--- config.mk ---
export PLATFORM = sky130hd
export DESIGN_NAME = cnn_frame_sequencer
export DESIGN_NICKNAME = d
export VERILOG_FILES = /design/src/rtl/cnn_pkg.sv /design/src/rtl/cnn_argmax_seq.sv /design/src/rtl/cnn_frame_sequencer.sv
export SDC_FILE = /design/constraint.sdc
export NUM_CORES = 1
export LEC_CHECK = 0
export CORE_MARGIN = 10
export CORE_UTILIZATION = 40
export DETAILED_ROUTE_END_ITERATION = 8
export PLACE_DENSITY = 0.73
export RECOVER_POWER = 25
export SLEW_MARGIN = 25
export SYNTH_ARGS = -nofsm -noshare
export SYNTH_HDL_FRONTEND = slang
export SYNTH_SLANG_ARGS = --single-unit
export TNS_END_PERCENT = 30
--- constraint.sdc ---
create_clock -name clk -period 19.5 [get_ports clk]
set_input_delay 5.85 -clock clk [delete_from_list [all_inputs] [get_ports clk]]
set_output_delay 5.85 -clock clk [all_outputs]
set_load 0.02 [all_outputs]
--- src/rtl/cnn_pkg.sv ---
// Shared types and constants for the CNN frame sequencer.
// Default frame geometry and the state encoding used by the top FSM.
package cnn_pkg;

    localparam int CNN_H         = 24;
    localparam int CNN_W         = 24;
    localparam int CNN_DATA_BITS = 8;
    localparam int CNN_N_CLASS   = 7;

    typedef enum logic [2:0] {
        S_IDLE,
        S_FETCH,
        S_LOAD,
        S_PUSH,
        S_GAP,
        S_WAIT,
        S_ARGMAX,
        S_DONE
    } state_e;

    function automatic int clog2(input int n);
        int r;
        r = 0;
        while ((1 << r) < n) r++;
        return r;
    endfunction

endpackage

--- src/rtl/cnn_argmax_seq.sv ---
// Sequential signed argmax, one class per cycle after start.
// Ties keep the lowest index because only a strictly greater score replaces.
module cnn_argmax_seq
    import cnn_pkg::*;
#(
    parameter int N_CLASS   = CNN_N_CLASS,
    parameter int DATA_BITS = CNN_DATA_BITS,
    parameter int IDX_BITS  = clog2(CNN_N_CLASS)
) (
    input  logic                           clk,
    input  logic                           rst_i,
    input  logic                           start_i,
    input  logic [N_CLASS*DATA_BITS-1:0]   scores_i,
    output logic                           done_o,
    output logic [IDX_BITS-1:0]            idx_o,
    output logic [DATA_BITS-1:0]           max_o
);

    logic [N_CLASS*DATA_BITS-1:0] vec_q;
    logic signed [DATA_BITS-1:0]  best_q;
    logic signed [DATA_BITS-1:0]  cand;
    logic [IDX_BITS-1:0]          idx_q;
    logic [IDX_BITS-1:0]          k_q;
    logic                         run_q;
    logic                         done_q;

    always_comb begin
        cand = '0;
        for (int i = 0; i < N_CLASS; i++) begin
            if (k_q == IDX_BITS'(i)) cand = vec_q[i*DATA_BITS +: DATA_BITS];
        end
    end

    always_ff @(posedge clk or posedge rst_i) begin
        if (rst_i) begin
            vec_q  <= '0;
            best_q <= '0;
            idx_q  <= '0;
            k_q    <= '0;
            run_q  <= 1'b0;
            done_q <= 1'b0;
        end else begin
            done_q <= 1'b0;
            if (start_i) begin
                vec_q  <= scores_i;
                best_q <= scores_i[DATA_BITS-1:0];
                idx_q  <= '0;
                k_q    <= IDX_BITS'(1);
                run_q  <= 1'b1;
            end else if (run_q) begin
                if (cand > best_q) begin
                    best_q <= cand;
                    idx_q  <= k_q;
                end
                if (k_q == IDX_BITS'(N_CLASS - 1)) begin
                    run_q  <= 1'b0;
                    done_q <= 1'b1;
                end else begin
                    k_q <= k_q + 1'b1;
                end
            end
        end
    end

    assign done_o = done_q;
    assign idx_o  = idx_q;
    assign max_o  = best_q;

endmodule

--- src/rtl/cnn_frame_sequencer.sv ---
// Feeds one frame row by row into the line buffer, then waits for the
// dense result and reports the argmax class, score, done and timeout error.
module cnn_frame_sequencer
    import cnn_pkg::*;
#(
    parameter int H         = CNN_H,
    parameter int W         = CNN_W,
    parameter int DATA_BITS = CNN_DATA_BITS,
    parameter int N_CLASS   = CNN_N_CLASS,
    parameter int ADDR_BITS = clog2(CNN_H),
    parameter int ROW_GAP   = 4,
    parameter int TIMEOUT   = 65535
) (
    input  logic                         clk,
    input  logic                         rstn_i,
    input  logic                         start_i,
    output logic                         mem_rd_o,
    output logic [ADDR_BITS-1:0]         mem_addr_o,
    input  logic [W*DATA_BITS-1:0]       mem_rdata_i,
    output logic [W*DATA_BITS-1:0]       row_data_o,
    output logic                         row_valid_o,
    input  logic                         row_ready_i,
    input  logic                         res_valid_i,
    input  logic [N_CLASS*DATA_BITS-1:0] res_data_i,
    output logic [2:0]                   class_o,
    output logic [DATA_BITS-1:0]         score_o,
    output logic                         done_o,
    output logic                         busy_o,
    output logic                         err_o
);

    localparam int GW = (ROW_GAP < 2) ? 1 : clog2(ROW_GAP);
    localparam int WW = clog2(TIMEOUT + 1);

    state_e                   state_q;
    logic [ADDR_BITS-1:0]     row_q;
    logic [GW-1:0]            gap_q;
    logic [WW-1:0]            wd_q;
    logic                     mem_rd_q;
    logic [W*DATA_BITS-1:0]   row_data_q;
    logic                     row_valid_q;
    logic [2:0]               class_q;
    logic [DATA_BITS-1:0]     score_q;
    logic                     done_q;
    logic                     err_q;

    logic                     arg_start;
    logic                     arg_done;
    logic [2:0]               arg_idx;
    logic [DATA_BITS-1:0]     arg_max;

    // The argmax unit latches the score vector itself on this strobe.
    assign arg_start = (state_q == S_WAIT) && res_valid_i;

    cnn_argmax_seq #(
        .N_CLASS   (N_CLASS),
        .DATA_BITS (DATA_BITS),
        .IDX_BITS  (3)
    ) u_argmax (
        .clk      (clk),
        .rst_i    (rstn_i),
        .start_i  (arg_start),
        .scores_i (res_data_i),
        .done_o   (arg_done),
        .idx_o    (arg_idx),
        .max_o    (arg_max)
    );

    always_ff @(posedge clk or posedge rstn_i) begin
        if (rstn_i) begin
            state_q     <= S_IDLE;
            row_q       <= '0;
            gap_q       <= '0;
            wd_q        <= '0;
            mem_rd_q    <= 1'b0;
            row_data_q  <= '0;
            row_valid_q <= 1'b0;
            class_q     <= '0;
            score_q     <= '0;
            done_q      <= 1'b0;
            err_q       <= 1'b0;
        end else begin
            mem_rd_q    <= 1'b0;
            row_valid_q <= 1'b0;
            done_q      <= 1'b0;
            unique case (state_q)
                S_IDLE: begin
                    if (start_i) begin
                        state_q  <= S_FETCH;
                        row_q    <= '0;
                        err_q    <= 1'b0;
                        mem_rd_q <= 1'b1;
                    end
                end
                S_FETCH: state_q <= S_LOAD;
                S_LOAD: begin
                    row_data_q <= mem_rdata_i;
                    state_q    <= S_PUSH;
                end
                S_PUSH: begin
                    if (row_ready_i) begin
                        row_valid_q <= 1'b1;
                        if (row_q == ADDR_BITS'(H - 1)) begin
                            state_q <= S_WAIT;
                            wd_q    <= '0;
                        end else begin
                            row_q <= row_q + 1'b1;
                            if (ROW_GAP == 0) begin
                                state_q  <= S_FETCH;
                                mem_rd_q <= 1'b1;
                            end else begin
                                state_q <= S_GAP;
                                gap_q   <= GW'(ROW_GAP - 1);
                            end
                        end
                    end
                end
                S_GAP: begin
                    if (gap_q == '0) begin
                        state_q  <= S_FETCH;
                        mem_rd_q <= 1'b1;
                    end else begin
                        gap_q <= gap_q - 1'b1;
                    end
                end
                // A result arriving on the timeout cycle still wins.
                S_WAIT: begin
                    if (res_valid_i) begin
                        wd_q    <= '0;
                        state_q <= S_ARGMAX;
                    end else if (wd_q == WW'(TIMEOUT)) begin
                        wd_q    <= '0;
                        err_q   <= 1'b1;
                        state_q <= S_IDLE;
                    end else begin
                        wd_q <= wd_q + 1'b1;
                    end
                end
                S_ARGMAX: begin
                    if (arg_done) begin
                        class_q <= arg_idx;
                        score_q <= arg_max;
                        done_q  <= 1'b1;
                        state_q <= S_DONE;
                    end
                end
                S_DONE: state_q <= S_IDLE;
                default: state_q <= S_IDLE;
            endcase
        end
    end

    assign mem_rd_o    = mem_rd_q;
    assign mem_addr_o  = row_q;
    assign row_data_o  = row_data_q;
    assign row_valid_o = row_valid_q;
    assign class_o     = class_q;
    assign score_o     = score_q;
    assign done_o      = done_q;
    assign busy_o      = (state_q != S_IDLE);
    assign err_o       = err_q;

endmodule

# Word level (Yosys, flattened, before mapping)
# Cells that the tools add are included.
[totals] ff_bits=305 input_bits=253
[op_classes] eq_ne=26 addsub=4 mux=54 magnitude_cmp=1 n_reduce_logical=19
[op_table] cell="$mux 8" n=10
[op_table] cell="$mux 16" n=4
[op_table] cell="$mux 3" n=12
[op_table] cell="$pmux 16 s2" n=1
[op_table] cell="$pmux 3 s8" n=1
[op_table] cell="$eq 3x3->1 const B" n=7
[op_table] cell="$add 16x1->16 const B" n=1
[op_table] cell="$eq 16x16->1 const B" n=1
[op_table] cell="$mux 1" n=16
[op_table] cell="$ne 2x2->1 const B" n=8
[op_table] cell="$mux 5" n=3
[op_table] cell="$eq 3x2->1 const B" n=4
[op_table] cell="$reduce_and 4->1" n=3
[op_table] cell="$reduce_bool 2->1" n=6
[op_table] cell="$pmux 5 s2" n=1
[op_table] cell="$gt 8x8->1" n=1
[op_table] cell="$eq 3x1->1 const B" n=2
[op_table] cell="$logic_not 3->1" n=2
[op_table] cell="$mux 2" n=3
[op_table] cell="$reduce_and 2->1" n=3
[op_table] cell="$add 5x1->5 const B" n=1
[op_table] cell="$eq 5x5->1 const B" n=1
[op_table] cell="$reduce_and 5->1" n=1
[op_table] cell="$ne 2x1->1 const B" n=2
[op_table] cell="other kinds (9)" n=10

# Depth between registers and ports, before layout
# Gate-level depths: netlist of the first run.
[logic_depth] depth_word=12 mapped_depth=16 ltp_nobuf=13

# Modules after synthesis
# A second synthesis of the first run with hierarchy kept.
[hier_totals] cells_unflattened=934 area_unflattened_um2=12822.3
[by_module_without_submodules] mod="cnn_frame_sequencer" instances=1 cells_each=614 area_per_inst_um2=9246.4
[by_module_without_submodules] mod="cnn_argmax_seq" instances=1 cells_each=320 area_per_inst_um2=3575.9

# Worst setup path after synthesis of the first run
# Ideal clock, no wire load.
[synth_path] path_kind="input -> register" start="in row_ready_i" end="reg state_q[2]" arrival_time_ns=6.678 stages=6 setup_slack_ns=12.699 setup_ns=0.122 n_path_buf=0 path_cell_list="nor2_1 o2bb2ai_1 a221oi_1 nand2_2 a21oi_1 o2bb2ai_1"
[synth_via] elab_chain_cells=2
[synth_lines] element="start: declaration" line_no="cnn_frame_sequencer.sv:22" text="input logic row_ready_i,"
[synth_lines] element="$ne 2x2->1 (no line)"
[synth_lines] element="$reduce_and 5->1 (no line)"
[synth_lines] element="end signal: assignment" line_no="cnn_frame_sequencer.sv:71" text="state_q <= S_IDLE;"
[synth_lines] element="end signal: assignment" line_no="cnn_frame_sequencer.sv:89" text="state_q <= S_FETCH;"
[synth_lines] element="end signal: assignment" line_no="cnn_frame_sequencer.sv:95" text="S_FETCH: state_q <= S_LOAD;"
[synth_lines] element="end: declaration" line_no="cnn_frame_sequencer.sv:35" text="state_e state_q;"
# Every way passes these cells.
# A chain may end at the register's enable or synchronous reset.

==> impl_metrics.json, run 1 <==
{
  "status": "finished clean",
  "slew_viol_final": 0,
  "post-route-util_pct": 59.8,
  "grt_pass1_wl_mm": 61.1,
  "grt_max_degree": 193,
  "final-instance-count-excl-fill": 1926,
  "reg2reg_to": "u_argmax.max_o[0]",
  "gr-usage-met3_pct": 6.48,
  "fmax_mhz": 124,
  "crit_family": "buffers and inverters",
  "tightest_slew_ps": 905,
  "syn_to_final_growth_pct": 48.2,
  "htree_num_levels": 2,
  "top_usage_layer": "met2",
  "cts_setup_buffers": 0,
  "cts_root_buf": "clkbuf_16",
  "end_kind": "asynchronous set/reset pin",
  "io_buffers": 465,
  "ctsHoldBuffers": 0,
  "timing.final.crit_period_ps": 8100,
  "synth_area_mm2": 0.0127,
  "clock_skew_ps": 22.6,
  "maxCapViolations": 0,
  "hold_path_end": "u_argmax.vec_q[26]",
  "grt_use_met1_pct": 22.7,
  "syn-instance-count": 1035,
  "hp-class": "flop to flop",
  "core_mm2": 0.0314,
  "grt_usage_pct": 20.5,
  "vias_per_cell": 5.01,
  "fp.dieW_um": 198,
  "wl_per_cell_um": 21.7,
  "slowest_delay_ps": 790,
  "synth_nets": 1304,
  "use_met2_pct": 36.1,
  "grt_pass1_vias": 9574,
  "dp_cells": 1852,
  "synth-edff-count": 0,
  "worstSetupPathType": "primary input to asynchronous set/reset pin",
  "grt-ovfl-total": 0,
  "ir_drop_mv": 0.0774,
  "yosysSeqAreaShare_pct": 60.3,
  "fillers": 2546,
  "async_reset_ff_share_pct": 100,
  "rows": 65,
  "synth-main-ff-cell": "dfrtp_1",
  "powerDensity_mw_per_mm2": 176,
  "path_buf_inv": 4,
  "holdCritStartpoint": "u_argmax.vec_q[26]",
  "max_slew_margin_pct": 39.7,
  "worstPathRequired_ps": 20010,
  "cellLeakagePower_nw": 8.05,
  "critPathLaunch": "rstn_i",
  "critPathArrivalTime_ps": 8610,
  "crit_chain": "clkdlybuf4s50_1, inv_8, buf_4, buf_4",
  "io_pins": 466,
  "setup.worst_path.start_class": "primary input",
  "r2r-start": "u_argmax.k_q[1]",
  "cts_tree": "built",
  "layout-drive-gt1-share_pct": 17.8,
  "path_clk_slew_ps": 60,
  "clockBufferDepth": 3,
  "yosys_warnings": 0,
  "post_cts_resized": 0,
  "clock-sinks": 305,
  "dieArea_mm2": 0.0392,
  "first_pass_iters": 5,
  "antenna_left": 0,
  "initial_utilization_pct": 40.3,
  "cpMaxStageDelayCell": "buf_4",
  "drc": 0,
  "ys_types": 58,
  "min_path_cells": 2,
  "drt_iter0_drc": 697,
  "r2r_slack_ps": 15580,
  "vias": 9655,
  "critical_path_peak_fanout": 108,
  "timing.final.crit_share_pct": 41.5,
  "crit_path_frequent_cell": "buf_4",
  "fin_tns_setup_ps": 0,
  "rsz0062_at_grt": "no",
  "nets": 1756,
  "hpwl_mm": 32.2,
  "gp_congestion": 0.856,
  "insertion_delay_ps": 510,
  "wl_mm": 41.8,
  "setup_viol_count_final": 0,
  "grt_antenna_before_repair": 17,
  "hold_violations": 0,
  "worstRegToRegCells": 13,
  "synth_area_per_cell_um2": 12.2,
  "ys_ff_latch": 305,
  "cts_buffers": 34,
  "die_height_um": 198
}
[metal layers]
layer / part of all wire [%] / routed length [µm]
met1: 37 / 15600
met2: 51 / 21500
met3: 7.3 / 3060
met4: 3.7 / 1540
met5: 0.11 / 48
[cell type report]
cell class | instances | area (µm²) | area share, %
multi-input combinational | 654 | 4670 | 24.9
timing repair buffer | 472 | 4740 | 25.3
inverter | 20 | 82.6 | 0.440
antenna | 15 | 37.5 | 0.200
tap | 402 | 503 | 2.68
clock inverter | 3 | 22.5 | 0.120
clock buffer | 55 | 1080 | 5.76
sequential | 305 | 7630 | 40.7
[cell usage after synthesis, drive strengths merged (2+ instances only)]
cell,count,area (µm²)
xor2,3,26.3
nor2,18,67.6
inv,20,75.1
buf,39,241
nand4b,2,17.5
a22o,2,18.8
mux2,194,2180
nand2,219,825
nor3,8,55.1
a21oi,24,120
dfrtp,305,7630
and3,8,55.1
and2,4,25.0
o21ai,48,251
nand2b,3,18.8
o31ai,4,30.0
and2b,2,15.0
nand3b,6,45.0
a221oi,8,70.1
o311ai,7,61.3
o22ai,2,12.5
a32oi,2,17.5
a211o,2,17.5
ha,16,200
mux2i,4,40.0
o2bb2ai,2,17.5
o211ai,2,15.0
nor2b,12,75.1
o32a,6,60.1
nand4,5,31.3
nand3,21,110
or3,2,18.8
a31oi,7,50.1
clkbuf,17,65.1
[through the flow]
| step | worst slack, ps | power, mW | cell area, µm² | hold slack (ps) |
|---|---|---|---|---|
| floorplan | 5220 | 2.00 | 12700 | 437 |
| global placement | 10720 | 2.67 | 17600 | 454 |
| detailed placement | 10670 | 2.71 | 17600 | 458 |
| CTS | 11200 | 3.34 | 18700 | 473 |
| global route | 10890 | 3.48 | 18700 | 483 |
| finish | 11400 | 3.30 | 18800 | 474 |
[worst min-delay path: stages, from the launching register on]
cell     delay (ps)
dfrtp_1         340
nand2_1          50
nand2_1          50
[layout by cell type (no fill, tap or decap), types with 7 or more instances in the layout]
master / instances
dfrtp_1: 305
clkdlybuf4s50_1: 272
nand2_1: 218
mux2_2: 194
dlygate4sd3_1: 193
o21ai_0: 36
clkbuf_16: 35
a21oi_1: 24
inv_1: 19
nand3_1: 19
nor2_1: 18
ha_1: 16
diode_2: 15
clkbuf_8: 13
nor2b_1: 11
o21ai_1: 11
a221oi_1: 8
o311ai_1: 7
clkbuf_1: 7
[how the worst max path moves through the flow]
stage,end,slack (ps),cells after the start
floorplan,class_o[0],5220,1
global placement,row_data_o[143],10720,4
detailed placement,row_data_o[45],10670,4
CTS,row_data_o[115],11200,4
global route,row_data_o[143],10890,4
finish,row_data_o[135],11400,4
[sequential cells by signal, indices dropped and copies added, names as in the netlist, 2 cells and up]
register,cells
u_argmax.k_q,3
u_argmax.vec_q,56
score_o,8
u_argmax.max_o,8
state_q,3
mem_addr_o,5
row_data_o,192
gap_q,2
wd_q,16
u_argmax.idx_o,3
class_o,3
[power breakdown]
part	switching, mW	leakage, nW	internal, mW
combinational	0.800	3.81	0.776
sequential	0.167	3.70	0.934
clock	0.247	0.546	0.378
total	1.21	8.05	2.09
[kinds of logic (layout without fill, tap and decap cells)]
logic type | Yosys count | count (layout) | synth area share, %
AO/OA/AOI/OAI | 122 | 122 | 6.28
XOR/XNOR | 4 | 4 | 0.277
adder cells (fa/ha/maj) | 16 | 16 | 1.58
buffers and inverters | 76 | 550 | 3.01
flip-flops | 305 | 305 | 60.3
multiplexers | 198 | 198 | 17.6
other | 0 | 15 | 0
AND/OR/NAND/NOR | 314 | 314 | 11.0
No activity file was read; power rests on OpenSTA's default activity.
==> run 2, diff against run 1 <==
==> constraint.sdc (replaced) <==
create_clock -name clk -period 7.9 [get_ports clk]
set_input_delay 2.37 -clock clk [delete_from_list [all_inputs] [get_ports clk]]
set_output_delay 2.37 -clock clk [all_outputs]
set_load 0.02 [all_outputs]
==> impl_metrics.json, run 2 (synthesis gave the netlist of run 1 again) <==
{
  "status": "finished, violations left",
  "failed_checks": "capacitance limit, slew limit",
  "syn_to_final_growth_pct": 47.7,
  "post-place-ws_ps": 3660,
  "setup_ws_ps": 3310,
  "maxCapViolations": 1,
  "tightest_slew_ps": 3390,
  "powerDensity_mw_per_mm2": 439,
  "antenna_left": 0,
  "rows": 65,
  "largest_register_ffs": 192,
  "vias_per_cell": 5.02,
  "slowest_delay_ps": 2340,
  "timing.final.crit_share_pct": 58.2,
  "clockBufferDepth": 3,
  "worstRegToRegCells": 5,
  "slew_viol_final": 135,
  "hpwl_mm": 32.2,
  "end_kind": "flop",
  "fin_tns_setup_ps": 0,
  "setup.worst_path.start_class": "flop",
  "first_pass_iters": 5,
  "fp.dieW_um": 198,
  "initial_utilization_pct": 40.3,
  "drt_iter0_drc": 644,
  "ir_drop_mv": 0.201,
  "nets": 1756,
  "rsz0062_at_grt": "no",
  "wl_per_cell_um": 21.9,
  "critPathArrivalTime_ps": 4950,
  "cellLeakagePower_nw": 8.00,
  "hold_violations": 0,
  "crit_chain": "and2b_1, nor2b_1, buf_12, clkbuf_2, mux2_2",
  "holdCritStartpoint": "u_argmax.vec_q[27]",
  "critical_path_peak_fanout": 134,
  "post_cts_resized": 0,
  "crit_family": "buffers and inverters",
  "timing.final.crit_period_ps": 4590,
  "htree_num_levels": 2,
  "hp-class": "flop to flop",
  "r2r-start": "state_q[2]",
  "cts_setup_buffers": 0,
  "insertion_delay_ps": 490,
  "grt_usage_pct": 20.4,
  "gp_congestion": 0.840,
  "critPathLaunch": "state_q[2]",
  "grt-ovfl-total": 0,
  "path_buf_inv": 2,
  "io_pins": 466,
  "worstSetupPathType": "flop to flop",
  "cts_tree": "built",
  "cts_root_buf": "clkbuf_16",
  "die_height_um": 198,
  "cts_buffers": 35,
  "min_path_cells": 2,
  "grt_pass1_wl_mm": 61.3,
  "grt_pass1_vias": 9790,
  "core_mm2": 0.0314,
  "dieArea_mm2": 0.0392,
  "drc": 0,
  "wl_mm": 42.1,
  "worstPathRequired_ps": 8260,
  "hold_path_end": "u_argmax.vec_q[27]",
  "grt_antenna_before_repair": 13,
  "layout-drive-gt1-share_pct": 17.6,
  "fillers": 2579,
  "setup_viol_count_final": 0,
  "grt_max_degree": 193,
  "max_slew_margin_pct": -126,
  "r2r_slack_ps": 3310,
  "cpMaxStageDelayCell": "clkbuf_2",
  "vias": 9634,
  "clock-sinks": 305,
  "path_clk_slew_ps": 60,
  "ctsHoldBuffers": 0,
  "io_buffers": 465,
  "clock_skew_ps": 12.4,
  "final_common_cell": "clkdlybuf4s50_1",
  "fmax_mhz": 218,
  "reg2reg_to": "row_data_o[67]",
  "mostFrequentLayoutCells": "clkdlybuf4s50_1, dfrtp_1, nand2_1, mux2_2, dlygate4sd3_1"
}
[run 2: cell count changes in the layout (fill, tap and decap cells not counted), sizes merged]
| cell | delta |
|---|---|
| clkdlybuf4s50 | +129 |
| inv | -2 |
| diode | -6 |
| clkbuf | -2 |
| clkinv | +3 |
| dlygate4sd3 | -129 |
| clkinvlp | +1 |
| bufinv | +1 |
| buf | -2 |
[run 2: worst max path at each step]
stage	end	slack, ps	depth (start not counted)
5_1_grt	row_data_o[164]	3070	5
3_5_place_dp	wd_q[6]	3660	6
6_report	row_data_o[67]	3310	5
3_3_place_gp	u_argmax.max_o[1]	3450	4
2_1_floorplan	class_o[0]	1470	1
4_1_cts	busy_o	3450	3
[run 2: report_power, final]
group	switching (mW)	internal (mW)
Clock	0.608	0.920
Sequential	0.421	2.31
Combinational	1.98	1.97
[run 2: cell type report]
type,count,area [µm²],area share [%]
Timing Repair Buffer,471,4730,25.3
Clock buffer,52,1020,5.45
Inverter,20,78.8,0.421
Sequential cell,305,7630,40.8
Tap cell,402,503,2.69
Antenna cell,9,22.5,0.120
Clock inverter,6,58.8,0.314
Multi-Input combinational cell,654,4660,24.9
[run 2: layer usage]
metal	wire length, µm	global-route usage, %	vias up
met4	1210	7.00	10
met2	22100	36.7	337
li1	-	-	4490
met5	69	0	-
met1	15600	22.1	4730
met3	3120	6.64	67
[run 2: metrics by stage]
step	hold WS (ps)	cells	util, %	cell area [µm²]	power, mW
2_1_floorplan	437	1035	-	12700	4.93
3_3_place_gp	455	1851	56.1	17600	6.60
3_5_place_dp	462	1851	56.1	17600	6.71
4_1_cts	478	1909	59.5	18700	8.26
5_1_grt	497	1915	59.6	18700	8.64
6_report	475	1919	59.6	18700	8.21
[run 2: tightest hold or removal path, delay by kind of cell (launching register included)]
family           cells  cell delay, ps
DFF                  1             340
and+or+nand+nor      2             100
==> run 3, diff against run 2 <==
==> constraint.sdc (replaced) <==
create_clock -name clk -period 4.8 [get_ports clk]
set_input_delay 1.44 -clock clk [delete_from_list [all_inputs] [get_ports clk]]
set_output_delay 1.44 -clock clk [all_outputs]
set_load 0.02 [all_outputs]
==> impl_metrics.json, run 3 (synthesis gave the netlist of run 1 again) <==
{
  "timing.final.crit_share_pct": 82.3,
  "wl_per_cell_um": 22.1,
  "drt_iter0_drc": 578,
  "slew_viol_final": 32,
  "fp.dieW_um": 198,
  "core_mm2": 0.0314,
  "fmax_mhz": 253,
  "fillers": 2533,
  "cts_tree": "built",
  "path_buf_inv": 1,
  "tightest_slew_ps": 1530,
  "insertion_delay_ps": 500,
  "grt_pass1_wl_mm": 62.0,
  "mostFrequentLayoutCells": "clkdlybuf4s50_1, dfrtp_1, nand2_1, mux2_2, clkbuf_16",
  "p_sw_mw": 4.99,
  "cts_root_buf": "clkbuf_16",
  "critical_path_peak_fanout": 26,
  "crit_chain": "inv_1, ha_1, nor2b_1, a221oi_1, o32a_1, o21ai_0, ha_1, a21o_1, a211oi_2, a21oi_1, a22o_2, nand3_1, o311ai_1",
  "wl_mm": 42.6,
  "io_pins": 466,
  "dieArea_mm2": 0.0392,
  "setup_viol_count_final": 0,
  "slowest_delay_ps": 600,
  "maxCapViolations": 2,
  "setup.worst_path.start_class": "flop",
  "vias": 9720,
  "end_kind": "flop",
  "hold_violations": 0,
  "cpMaxStageDelayCell": "nor2b_1",
  "multiInputGateArea_mm2": 0.00465,
  "ir_drop_mv": 0.260,
  "first_pass_iters": 5,
  "grt_max_degree": 82,
  "antenna_left": 0,
  "critPathArrivalTime_ps": 4270,
  "path_clk_slew_ps": 60,
  "initial_utilization_pct": 40.3,
  "comb_power_share_pct": 47.6,
  "nets": 1770,
  "hold_slack_ps": 471,
  "grt_antenna_before_repair": 3,
  "failed_checks": "capacitance limit, slew limit",
  "cellLeakagePower_nw": 8.05,
  "pwr-share-clk_pct": 19.0,
  "cts_setup_buffers": 0,
  "worstSetupPathType": "flop to flop",
  "worstPathRequired_ps": 5120,
  "fin_tns_setup_ps": 0,
  "layout-drive-gt1-share_pct": 18.0,
  "register_area_mm2": 0.00763,
  "rows": 65,
  "hp-class": "flop to flop",
  "seq_power_share_pct": 33.3,
  "max_slew_margin_pct": -2.68,
  "rsz0062_at_grt": "no",
  "hpwl_mm": 33.6,
  "gp_congestion": 0.925,
  "clock-sinks": 305,
  "ctsHoldBuffers": 0,
  "final_common_cell": "clkdlybuf4s50_1",
  "largest_register_ffs": 192,
  "cts_buffers": 35,
  "status": "finished, violations left",
  "clockBufferDepth": 3,
  "grt-ovfl-total": 0,
  "crit_family": "compound AO/OA/AOI/OAI gates",
  "p_int_mw": 8.57,
  "clock_skew_ps": 12.4,
  "io_buffers": 465,
  "htree_num_levels": 2,
  "die_height_um": 198,
  "grt_usage_pct": 20.8,
  "crit_path_frequent_cell": "ha_1",
  "drc": 0,
  "post-route-util_pct": 60.0,
  "post_cts_resized": 0,
  "powerDensity_mw_per_mm2": 720,
  "vias_per_cell": 5.04,
  "grt_pass1_vias": 9725,
  "swShare_pct": 36.8,
  "syn_to_final_growth_pct": 48.8,
  "timing.final.crit_period_ps": 3950
}
==> run 3: changes by cell type in the layout (fill, tap and decap cells not counted), sizes merged <==
cell / previous run / this run
clkinvlp: 1 / 3
clkdlybuf4s50: 401 / 462
buf: 5 / 14
diode: 9 / 2
clkinv: 4 / 3
inv: 20 / 19
clkbuf: 53 / 59
dlygate4sd3: 64 / 3
==> run 3: power groups by stage <==
| stage | Clock, mW | Combinational, mW | Sequential, mW |
|---|---|---|---|
| 2_1_floorplan | 0 | 2.64 | 5.47 |
| 3_3_place_gp | 0 | 6.40 | 4.49 |
| 3_5_place_dp | 0 | 6.55 | 4.55 |
| 4_1_cts | 2.65 | 6.58 | 4.52 |
| 5_1_grt | 2.76 | 6.83 | 4.66 |
| 6_report | 2.58 | 6.46 | 4.52 |
==> run 3: path summary, 6_finish.rpt <==
| path | startpoint | slack [ps] | depth (start not counted) | to |
|---|---|---|---|---|
| max | u_argmax.k_q[1] | 850 | 13 | u_argmax.max_o[4] |
| min | gap_q[0] | 470 | 1 | gap_q[0] |
| max reg2reg | u_argmax.k_q[1] | 850 | 13 | u_argmax.max_o[4] |
| min reg2reg | gap_q[0] | 470 | 1 | gap_q[0] |
| max in group asynchronous | rstn_i | 1040 | 4 | u_argmax.vec_q[20] |
| min in group asynchronous | rstn_i | 1770 | 2 | row_data_o[36] |
==> run 3: routing by layer <==
| layer | global-route usage (%) | share of wire [%] | up-vias |
|---|---|---|---|
| met2 | 37.5 | 52 | 362 |
| met1 | 22.2 | 36 | 4776 |
| li1 | - | - | 4513 |
| met3 | 7.18 | 8.4 | 67 |
| met5 | 0 | 0.030 | - |
| met4 | 6.92 | 3.3 | 2 |
==> run 3: stage by stage <==
step / cells / setup WS, ps / instance area, µm² / total power, mW
after floorplan: 1035 / -697 / 12700 / 8.11
after detailed placement: 1866 / 939 / 17800 / 11.1
final: 1927 / 850 / 18800 / 13.6
after global routing: 1925 / 577 / 18800 / 14.3
after global placement: 1865 / 1190 / 17800 / 10.9
after CTS: 1925 / 929 / 18900 / 13.8
==> run 3: layout make-up <==
cell class	instances	area share, %
timing repair buffer	485	25.7
multi-input combinational	654	24.7
inverter	20	0.405
sequential	305	40.5
tap	402	2.67
clock inverter	6	0.319
antenna	2	0.0266
clock buffer	53	5.66
